### src/rtl/gbuff_pkg.sv
// Shared constants and FSM state type for the global-buffer stream reader.
package gbuff_pkg;

  localparam int unsigned ADDR_BITS_DEF = 8;
  localparam int unsigned DATA_BITS_DEF = 8;

  typedef enum logic [1:0] {
    StIdle,
    StRun,
    StDrain
  } gbuff_state_e;

endpackage

### src/rtl/gbuff_stream_reader_if.sv
// Valid/ready word stream from the global-buffer reader to the PE-array feeder.
interface gbuff_stream_reader_if
  import gbuff_pkg::*;
#(
  parameter int unsigned DATA_BITS = DATA_BITS_DEF
) ();

  logic                 m_valid;
  logic                 m_ready;
  logic [DATA_BITS-1:0] m_data;
  logic                 m_last;

  modport master (
    output m_valid,
    output m_data,
    output m_last,
    input  m_ready
  );

  modport slave (
    input  m_valid,
    input  m_data,
    input  m_last,
    output m_ready
  );

endinterface

### src/rtl/gbuff_rd_fifo.sv
// Two-entry synchronous FIFO holding {last, data} words returned by the buffer.
module gbuff_rd_fifo #(
  parameter int unsigned WIDTH = 9
) (
  input  logic             clk,
  input  logic             rst,
  input  logic             push,
  input  logic             pop,
  input  logic [WIDTH-1:0] wdata,
  output logic [WIDTH-1:0] rdata,
  output logic [1:0]       count
);

  logic [WIDTH-1:0] mem_q [2];
  logic             wr_ptr_q;
  logic             rd_ptr_q;
  logic [1:0]       count_q;
  logic             do_push;
  logic             do_pop;

  always_comb begin
    do_pop  = pop && (count_q != 2'd0);
    do_push = push && ((count_q != 2'd2) || do_pop);
  end

  always_ff @(posedge clk) begin
    if (rst) begin
      mem_q[0] <= '0;
      mem_q[1] <= '0;
      wr_ptr_q <= 1'b0;
      rd_ptr_q <= 1'b0;
      count_q  <= 2'd0;
    end else begin
      if (do_push) begin
        mem_q[wr_ptr_q] <= wdata;
        wr_ptr_q        <= ~wr_ptr_q;
      end
      if (do_pop) begin
        rd_ptr_q <= ~rd_ptr_q;
      end
      count_q <= count_q + 2'(do_push) - 2'(do_pop);
    end
  end

  assign rdata = mem_q[rd_ptr_q];
  assign count = count_q;

endmodule

### src/rtl/gbuff_stream_reader.sv
// Walks a contiguous global-buffer address range, one read per cycle, and
// returns the words on a valid/ready stream with the final word flagged.
module gbuff_stream_reader
  import gbuff_pkg::*;
#(
  parameter int unsigned ADDR_BITS = ADDR_BITS_DEF,
  parameter int unsigned DATA_BITS = DATA_BITS_DEF
) (
  input  logic                 clk,
  input  logic                 rst,
  input  logic                 start,
  input  logic [ADDR_BITS-1:0] base_addr,
  input  logic [ADDR_BITS:0]   length,
  output logic                 busy,
  output logic                 done,
  output logic                 gb_wr_en,
  output logic [ADDR_BITS-1:0] gb_index,
  input  logic [DATA_BITS-1:0] gb_data_out,
  gbuff_stream_reader_if.master m
);

  gbuff_state_e         state_q;
  logic [ADDR_BITS:0]   length_q;
  logic [ADDR_BITS:0]   issued_q;
  logic [ADDR_BITS-1:0] next_addr_q;
  logic                 inflight_q;
  logic                 inflight_last_q;

  logic [1:0]           fifo_count;
  logic [DATA_BITS:0]   fifo_head;
  logic                 pop;
  logic [2:0]           occ;
  logic                 issue;
  logic                 issue_last;
  logic [ADDR_BITS-1:0] issue_addr;

  // Occupancy projected past this edge; issuing only below 2 keeps the FIFO from overflowing.
  always_comb begin
    pop        = (fifo_count != 2'd0) && m.m_ready;
    occ        = {1'b0, fifo_count} + 3'(inflight_q) - 3'(pop);
    issue      = 1'b0;
    issue_last = 1'b0;
    issue_addr = next_addr_q;
    unique case (state_q)
      StIdle: begin
        issue      = start && (length != '0);
        issue_last = length == (ADDR_BITS+1)'(1);
        issue_addr = base_addr;
      end
      StRun: begin
        issue      = (issued_q < length_q) && (occ < 3'd2);
        issue_last = (issued_q + (ADDR_BITS+1)'(1)) == length_q;
      end
      default: ;
    endcase
  end

  always_ff @(posedge clk) begin
    if (rst) begin
      state_q         <= StIdle;
      busy            <= 1'b0;
      done            <= 1'b0;
      gb_index        <= '0;
      next_addr_q     <= '0;
      length_q        <= '0;
      issued_q        <= '0;
      inflight_q      <= 1'b0;
      inflight_last_q <= 1'b0;
    end else begin
      done            <= 1'b0;
      inflight_q      <= issue;
      inflight_last_q <= issue && issue_last;
      if (issue) begin
        gb_index    <= issue_addr;
        next_addr_q <= issue_addr + ADDR_BITS'(1);
      end
      unique case (state_q)
        StIdle: begin
          if (start) begin
            if (length == '0) begin
              done <= 1'b1;
            end else begin
              length_q <= length;
              issued_q <= (ADDR_BITS+1)'(1);
              busy     <= 1'b1;
              state_q  <= issue_last ? StDrain : StRun;
            end
          end
        end
        StRun: begin
          if (issue) begin
            issued_q <= issued_q + (ADDR_BITS+1)'(1);
            if (issue_last) begin
              state_q <= StDrain;
            end
          end
        end
        StDrain: begin
          if (pop && fifo_head[DATA_BITS]) begin
            state_q <= StIdle;
            busy    <= 1'b0;
            done    <= 1'b1;
          end
        end
        default: state_q <= StIdle;
      endcase
    end
  end

  gbuff_rd_fifo #(
    .WIDTH(DATA_BITS + 1)
  ) u_fifo (
    .clk  (clk),
    .rst  (rst),
    .push (inflight_q),
    .pop  (pop),
    .wdata({inflight_last_q, gb_data_out}),
    .rdata(fifo_head),
    .count(fifo_count)
  );

  assign gb_wr_en  = 1'b0;
  assign m.m_valid = fifo_count != 2'd0;
  assign m.m_data  = fifo_head[DATA_BITS-1:0];
  assign m.m_last  = fifo_head[DATA_BITS];

endmodule

### src/flat_wrapper.sv
// flat-port wrapper written by rule: the top's interface ports become plain ports
module gbuff_stream_reader_flat import gbuff_pkg::*;
#(
  parameter int unsigned ADDR_BITS = ADDR_BITS_DEF,
  parameter int unsigned DATA_BITS = DATA_BITS_DEF
)
  (clk, rst, start, base_addr, length, busy, done, gb_wr_en, gb_index, gb_data_out, m_m_valid, m_m_data, m_m_last, m_m_ready);
  gbuff_stream_reader_if #(.DATA_BITS(DATA_BITS)) m_i ();
  input  logic clk;
  input  logic rst;
  input  logic start;
  input  logic [ADDR_BITS-1:0] base_addr;
  input  logic [ADDR_BITS:0] length;
  output logic busy;
  output logic done;
  output logic gb_wr_en;
  output logic [ADDR_BITS-1:0] gb_index;
  input  logic [DATA_BITS-1:0] gb_data_out;
  output wire logic [$bits(m_i.m_valid)-1:0] m_m_valid;
  output wire logic [$bits(m_i.m_data)-1:0] m_m_data;
  output wire logic [$bits(m_i.m_last)-1:0] m_m_last;
  input wire logic [$bits(m_i.m_ready)-1:0] m_m_ready;
  assign m_m_valid = m_i.m_valid;
  assign m_m_data = m_i.m_data;
  assign m_m_last = m_i.m_last;
  assign m_i.m_ready = m_m_ready;
  gbuff_stream_reader #(.ADDR_BITS(ADDR_BITS), .DATA_BITS(DATA_BITS)) u_core (.clk(clk), .rst(rst), .start(start), .base_addr(base_addr), .length(length), .busy(busy), .done(done), .gb_wr_en(gb_wr_en), .gb_index(gb_index), .gb_data_out(gb_data_out), .m(m_i));
endmodule
### config.mk
export PLATFORM = sky130hd
export DESIGN_NAME = gbuff_stream_reader_flat
export DESIGN_NICKNAME = d
export VERILOG_FILES = /design/src/rtl/gbuff_pkg.sv /design/src/rtl/gbuff_stream_reader_if.sv /design/src/rtl/gbuff_rd_fifo.sv /design/src/rtl/gbuff_stream_reader.sv /design/src/flat_wrapper.sv
export SDC_FILE = /design/constraint.sdc
export NUM_CORES = 1
export LEC_CHECK = 0
export ABC_AREA = 1
export CORE_UTILIZATION = 49
export DETAILED_ROUTE_END_ITERATION = 10
export GPL_ROUTABILITY_DRIVEN = 0
export PLACE_DENSITY = 0.86
export SYNTH_ARGS = -nofsm -noshare
export SYNTH_HDL_FRONTEND = slang
export SYNTH_SLANG_ARGS = --single-unit
### constraint.sdc
create_clock -name clk -period 3.3 [get_ports clk]
set_input_delay 0.825 -clock clk [delete_from_list [all_inputs] [get_ports clk]]
set_output_delay 0.825 -clock clk [all_outputs]
set_load 0.01 [all_outputs]
* Yosys cells after proc, flatten, opt, wreduce, memory -nomap -nowiden
Memories as Yosys holds them, arrays and structs flattened. A register that Yosys moved wholly into a read port is not among the register bits.
Cells that the tools add are included.
** Word-level totals
- Flip-flop bits (word level) :: 44
- Memory bits (writable) :: 18
- Input port bits :: 29
- Output and inout port bits :: 21
- Logic and storage cells :: 85
- Memories kept :: 1
** Operators by class
- $add $sub $neg :: 6
- $lt $le $gt $ge :: 2
- Equal/unequal tests :: 10
- Multiplexer cells :: 32
- Bitwise operators :: 3
- Reduce and logical (&&, ||, !) cells :: 19
** Memories
- u_core.u_fifo.mem_q :: depth 2, width 9, rd ports 1, clocked after memory_dff 1, write ports 2, line gbuff_rd_fifo.sv:14 : logic [WIDTH-1:0] mem_q [2];
** Operators by type and width (count)
- 9-bit 2-to-1 mux :: 4
- 9-bit case mux with 2 select lines :: 1
- 1-bit 2-to-1 mux :: 15
- 2-bit 2-to-1 mux :: 6
- 9-bit by 1-bit adder with 9-bit output (second input constant) :: 1
- 9-bit by 1-bit equality test with 1-bit output (second input constant) :: 1
- 9-bit equality test :: 1
- 9-bit zero test :: 1
- 9-bit < comparator :: 1
- 9-bit nonzero test :: 1
- 9-bit OR reduction :: 1
- 8-bit by 1-bit adder with 8-bit output (second input constant) :: 1
- 8-bit 2-to-1 mux :: 1
- 1-bit case mux with 2 select lines :: 4
- 4-bit AND reduction :: 2
- 1-bit logical AND :: 7
- 2-bit by 1-bit != test with 1-bit output (second input constant) :: 3
- 2-bit != test (second input constant) :: 3
- 2-bit case mux with 3 select lines :: 1
- 2-bit nonzero test :: 3
- 5-bit AND reduction :: 1
- 2-bit by 1-bit adder with 3-bit output :: 1
- 3-bit by 2-bit < comparator with 1-bit output (second input constant) :: 1
- 1-bit NOT :: 3
- 8 further kinds :: 8

* Logic depth before layout (Yosys ltp)
- Depth in word-level cells :: 10
- Depth in mapped cells :: 16
- Mapped depth without buffers :: 15

* Hierarchy
Synthesis repeated with hierarchy kept, for this count alone.
** Second synthesis, totals
- Cells, all modules :: 448
- Area, all modules :: 3524.6 sq um
** Modules (own cells, without submodules)
- gbuff_stream_reader :: times used 1, cells each 353, area each 2493.6 sq um, sequential area each 800.8 sq um
- gbuff_rd_fifo :: times used 1, cells each 95, area each 1031.0 sq um, sequential area each 640.6 sq um

* Least setup slack after synthesis
Ideal clock, no wire load.
- Path kind :: input-to-reg
- Start :: in m_m_ready
- End :: reg u_core.gb_index[4]
- Library setup time :: 0.080 ns
- Arrival :: 3.041 ns
- Data required time :: 3.220 ns
- Path slack :: 0.179 ns
- Cell stages on the path :: 15
- Buffers on the path :: 2
- Cell sequence :: nand2_1 inv_1 ha_1 or2_2 fa_1 xor2_1 nor2_1 nand4_1 nor2_4 inv_2 nand2_4 buf_6 buf_6 nor2_1 a211oi_2
** On the way
- Cells in the longest elaborated chain, start to end :: 5
** RTL lines
- start, declared :: line flat_wrapper.sv:22 : input wire logic [$bits(m_i.m_ready)-1:0] m_m_ready;
- 1-bit logical AND :: line gbuff_stream_reader.sv:39 : pop = (fifo_count != 2'd0) && m.m_ready;
- 3-bit by 1-bit subtractor with 3-bit output :: line gbuff_stream_reader.sv:40 : occ = {1'b0, fifo_count} + 3'(inflight_q) - 3'(pop);
- 3-bit by 2-bit < comparator with 1-bit output :: line gbuff_stream_reader.sv:51 : issue = (issued_q < length_q) && (occ < 3'd2);
- 1-bit logical AND :: line gbuff_stream_reader.sv:51
- 1-bit case mux with 2 select lines :: line gbuff_stream_reader.sv:44 : unique case (state_q)
- end signal, assigned :: line gbuff_stream_reader.sv:74 : gb_index <= issue_addr;
- end, declared :: line gbuff_stream_reader.sv:17 : output logic [ADDR_BITS-1:0] gb_index,
Every way passes these cells.
A chain may end at the register's enable or synchronous reset.

* Final worst setup path
- Start :: in m_m_ready
- End :: reg u_core.next_addr_q[3]
** On the way
- Cells in the longest elaborated chain, start to end :: 5
** RTL lines
- 1-bit logical AND :: line gbuff_stream_reader.sv:39
- 3-bit by 1-bit subtractor with 3-bit output :: line gbuff_stream_reader.sv:40
- 3-bit by 2-bit < comparator with 1-bit output :: line gbuff_stream_reader.sv:51
- 1-bit logical AND :: line gbuff_stream_reader.sv:51
- 1-bit case mux with 2 select lines :: line gbuff_stream_reader.sv:44
- end signal, assigned :: line gbuff_stream_reader.sv:75 : next_addr_q <= issue_addr + ADDR_BITS'(1);
- end, declared :: line gbuff_stream_reader.sv:25 : logic [ADDR_BITS-1:0] next_addr_q;
Every way passes these cells.

==> metrics list <==
- Total wirelength of the detailed-routed design: around 8.2 mm
* Final Critical Period: between 3000 and 4000 ps
- The number of setup buffers added after CTS is 0.
- The total overflow left after global routing is 0.
* Number of buffers between clock root and the deepest sink: 2
- DP Cell Count: roughly 570
- Routed length per instance: 13.97 um
- CTS tree: done
- Category of the most critical setup path: input pin to flop
- IO Port Bufs: 48
* PD cells: between 800 and 900 nW/um^2
* Vertical die dimension: between 80 and 90 um
- Library cell appearing most often on the critical path: inv_2
* Peak supply drop: ~0.49 mV
- FFs w/ async S/R, synth: 0%
- Endpoint kind of the worst setup timing path: flop
* Maximum single-stage delay on the critical path: about 520 ps
- Synth Instances: around 430
- After synthesis, the netlist uses 42 different library cells.
- Tightest Hold Check Type: flop to flop
- At the worst endpoint, the arrival time is around 3500 ps.
* Fin Setup TNS: 0 ps
* Maximum fanout along the worst path: 7
- Via Count: 3136
- Worst slew pin tran: ~500 ps
- Global-route total usage across every layer: approximately 22%
- Number of inserted diodes: 0
* Clock edge transition at the registers on the reported setup and hold paths: roughly 80 ps
- Status: completed
* Std-Cell Rows: 30
* Area enclosed by the die boundary: about 7400 um^2
- In this run the remaining antenna-violating nets after routing total 0.
- The first detailed-routing pass took 5 iterations.
- Setup violations remaining at the end of the flow were counted as 0.
* Net switching power of the design: approximately 0.0014 W
- Worst-path cell chain: clkdlybuf4s50_1 -> nand2_2 -> inv_2 -> ha_1 -> or2_4 -> fa_2 -> inv_1 -> nor2_2 -> nand4_1 -> nor2_4 -> inv_2 -> nand2_4 -> buf_12 -> o21ai_0 -> a21oi_1
- Net switching fraction of the power: around two fifths
* Clock Skews: approximately 7 ps
- On the critical path, the stage with the largest delay is an instance of fa_2.
- Total of flip-flops plus latches after synthesis: 63
- Pin count of the biggest net entering global routing: 29
* Count of flip-flops with a built-in enable after synthesis: 18
* Clk_lat worst skew: about 350 ps
- Cell area after technology mapping: 3448 um^2
- Buf/Inv on CP: 5
- # Max-Cap Violations: 0
- In the routed layout, each cell is associated on average with a via count of approximately 5.3.
* Initial core utilization: 50.76%
- The finished cells cover 4339 um^2.
- Layout Cells excl Fill: just under 600
* Drt drc: 0
* Worst path top cell family by delay: simple AND/OR/NAND/NOR gates
* Post-detailed-placement half-perimeter wirelength: 5.550 mm
* Int Power: around 0.0022 W
* RSZ-0062 raised after global routing: false
- CTS placed an instance of clkbuf_8 at the clock tree root.
- Pin placement for this block handled 50 I/O pins.
* Synthesis-to-layout area growth: 25.83%
* Sequential group share of total power: approximately a third
- Combinational logic burns 46.8% of the power.
- Mean post-synth cell area: roughly 8.0 um^2
* Initial detailed-routing violation count: roughly 230
- The most used flip-flop cell after synthesis is dfxtp_1.
* Slew headroom: between 60% and 70%
- Total Nets Final: 530
- CTS H-tree depth: 3
- The worst path meets setup with roughly 110 ps of slack.
- Pre-CTS setup slack: -253.5 ps
- In this run the standard cell core region covers approximately 6800 um^2.
- Of the cells placed in the final design, the portion with a size suffix greater than 1 is 15.04%.
- Of the available clock period, the critical path in the final layout requires around 97%.
- Hold_buf cts: 0
* Post-synthesis sequential area ratio: 41.80%
- Post-Place Cell Area: a little over 4000 um^2
* Total number of yosys warnings: 0
* Leakage: around 1.8 nW
* Clock Power Share: a little over a fifth
* Die width: roughly 86 um
- Net count of the mapped netlist: 472
* Vias in the first global route: between 2000 and 3000
- In this run, CTS created clock tree buffers numbering 9.
* Crit path launch type: input pin
- The clock drives 63 sinks.
* Final Hold Viols: 0
- The max-slew violation count came to 0.
- Timing would allow up to 0.3134 GHz.
- Number of antenna violations at the first check in global routing: 0
* First-pass GRT wire length: roughly 13 mm
* CP Data Required Time: 3580 ps
-- power by group through the flow --
stage	clock [W]	combinational, W	sequential (W)
after global placement	0	0.00147	0.00116
after CTS	0.000781	0.00153	0.00115
after floorplan	0	0.00109	0.00114
after global routing	0.000818	0.00185	0.00118
after detailed placement	0	0.00151	0.00116
final	0.000780	0.00170	0.00115
-- stage by stage --
step	util [%]	power, W	hold slack (ps)
floorplan	-	0.002238	425.5
global placement	59.45	0.002623	435.3
detailed placement	59.45	0.002677	441.6
CTS	62.78	0.003462	454.2
global route	63.87	0.003839	473.0
finish	63.87	0.003635	455.8
-- cells in the final DEF (no fill, tap or decap), types with 4 or more instances in the layout --
cell type        instances
nand2_2                  6
nand2_1                 89
nor2_1                  49
mux2_2                   9
dfxtp_1                 45
ha_1                    13
inv_1                   44
o21ai_0                 21
a211oi_2                 5
nand2_4                  6
clkbuf_8                 9
clkdlybuf4s50_1         48
buf_4                    7
nor2_4                   4
nand3_1                 33
a21oi_1                 36
edfxtp_1                18
xnor2_1                  5
-- cells by family (layout without fill, tap and decap cells) --
| kind of cell | Yosys count | in the layout | synth area share, % |
|---|---|---|---|
| AO/OA/AOI/OAI | 68 | 68 | 11.36 |
| buffers and inverters | 60 | 123 | 7.837 |
| flip-flops | 63 | 63 | 41.80 |
| other | 1 | 1 | 0.1087 |
| adder cells (fa/ha/maj) | 14 | 14 | 5.298 |
| XOR/XNOR | 8 | 8 | 2.032 |
| multiplexers | 12 | 12 | 3.919 |
| AND/OR/NAND/NOR | 203 | 203 | 27.65 |
-- routing by layer --
| metal | share of wire [%] | global-route usage (%) | vias to the layer above |
|---|---|---|---|
| met2 | 49 | 36.51 | 123 |
| met1 | 44 | 28.15 | 1467 |
| li1 | - | - | 1525 |
| met4 | 2.4 | 8.636 | 0 |
| met3 | 5.0 | 5.294 | 21 |
| met5 | 0 | 0 | - |
-- flip-flops by register name (all words and copies together) (netlist names), named ones only --
register	cells
u_core.done	1
u_core.length_q	9
u_core.gb_index	8
u_core.state_q	2
u_core.busy	1
u_core.u_fifo.mem_q	18
u_core.inflight_last_q	1
u_core.issued_q	9
u_core.u_fifo.wr_ptr_q	1
u_core.inflight_q	1
u_core.u_fifo.rd_ptr_q	1
u_core.next_addr_q	8
u_core.u_fifo.count	2
-- cells in the mapped netlist (3+ instances only) --
cell      instances  share of area, %
nor2_1           50               5.4
a211oi_2          5               1.8
mux2_2            9               2.9
o21ai_0          21               3.0
nand3_1          33               4.8
clkbuf_1          4              0.44
xnor2_1           5               1.3
edfxtp_1         18                16
buf_6             4               1.3
nor2_4            4               1.3
inv_1            45               4.9
or2_2             3              0.54
xor2_1            3              0.76
dfxtp_1          45                26
buf_2             3              0.44
a21oi_1          36               5.2
nand2_2           5              0.91
nand2_4           6               2.0
nand2_1          90               9.8
ha_1             13               4.7
-- final cells by class --
type / instances / area [um^2]
Clock inverter: 7 / 102.6
Clock buffer: 9 / 123.9
Timing Repair Buffer: 59 / 614.3
Fill cell: 549 / 2455
Sequential cell: 63 / 1441
Tap cell: 96 / 120.1
Inverter: 48 / 190.2
Multi-Input combinational cell: 306 / 1747
-- worst reg2reg max path, delay by kind of cell (launching register included) --
family	cells	cell delay (ps)
AND/OR/NAND/NOR	7	1240
flip-flops	1	380
adder cells (fa/ha/maj)	2	800
AO/OA/AOI/OAI	2	240
buffers and inverters	4	290
-- path summary, 6_finish.rpt --
| check | to | startpoint | slack, ps | cells past startpoint |
|---|---|---|---|---|
| worst max register to register | u_core.next_addr_q[3] | u_core.u_fifo.count[1] | 270 | 15 |
| worst min register to register | flop | u_core.u_fifo.rd_ptr_q | 460 | 1 |
| worst min-delay path | flop | u_core.u_fifo.rd_ptr_q | 460 | 1 |
| worst max-delay path | u_core.next_addr_q[3] | m_m_ready | 110 | 15 |
-- what timing repair did --
| item | 4_1_cts | 5_1_grt |
|---|---|---|
| endpoints found under the hold margin | 0 | 0 |
| setup endpoints to repair | 0 | 28 |
| gates resized for setup | 0 | 7 |
Power figures use the tool's default switching activity.
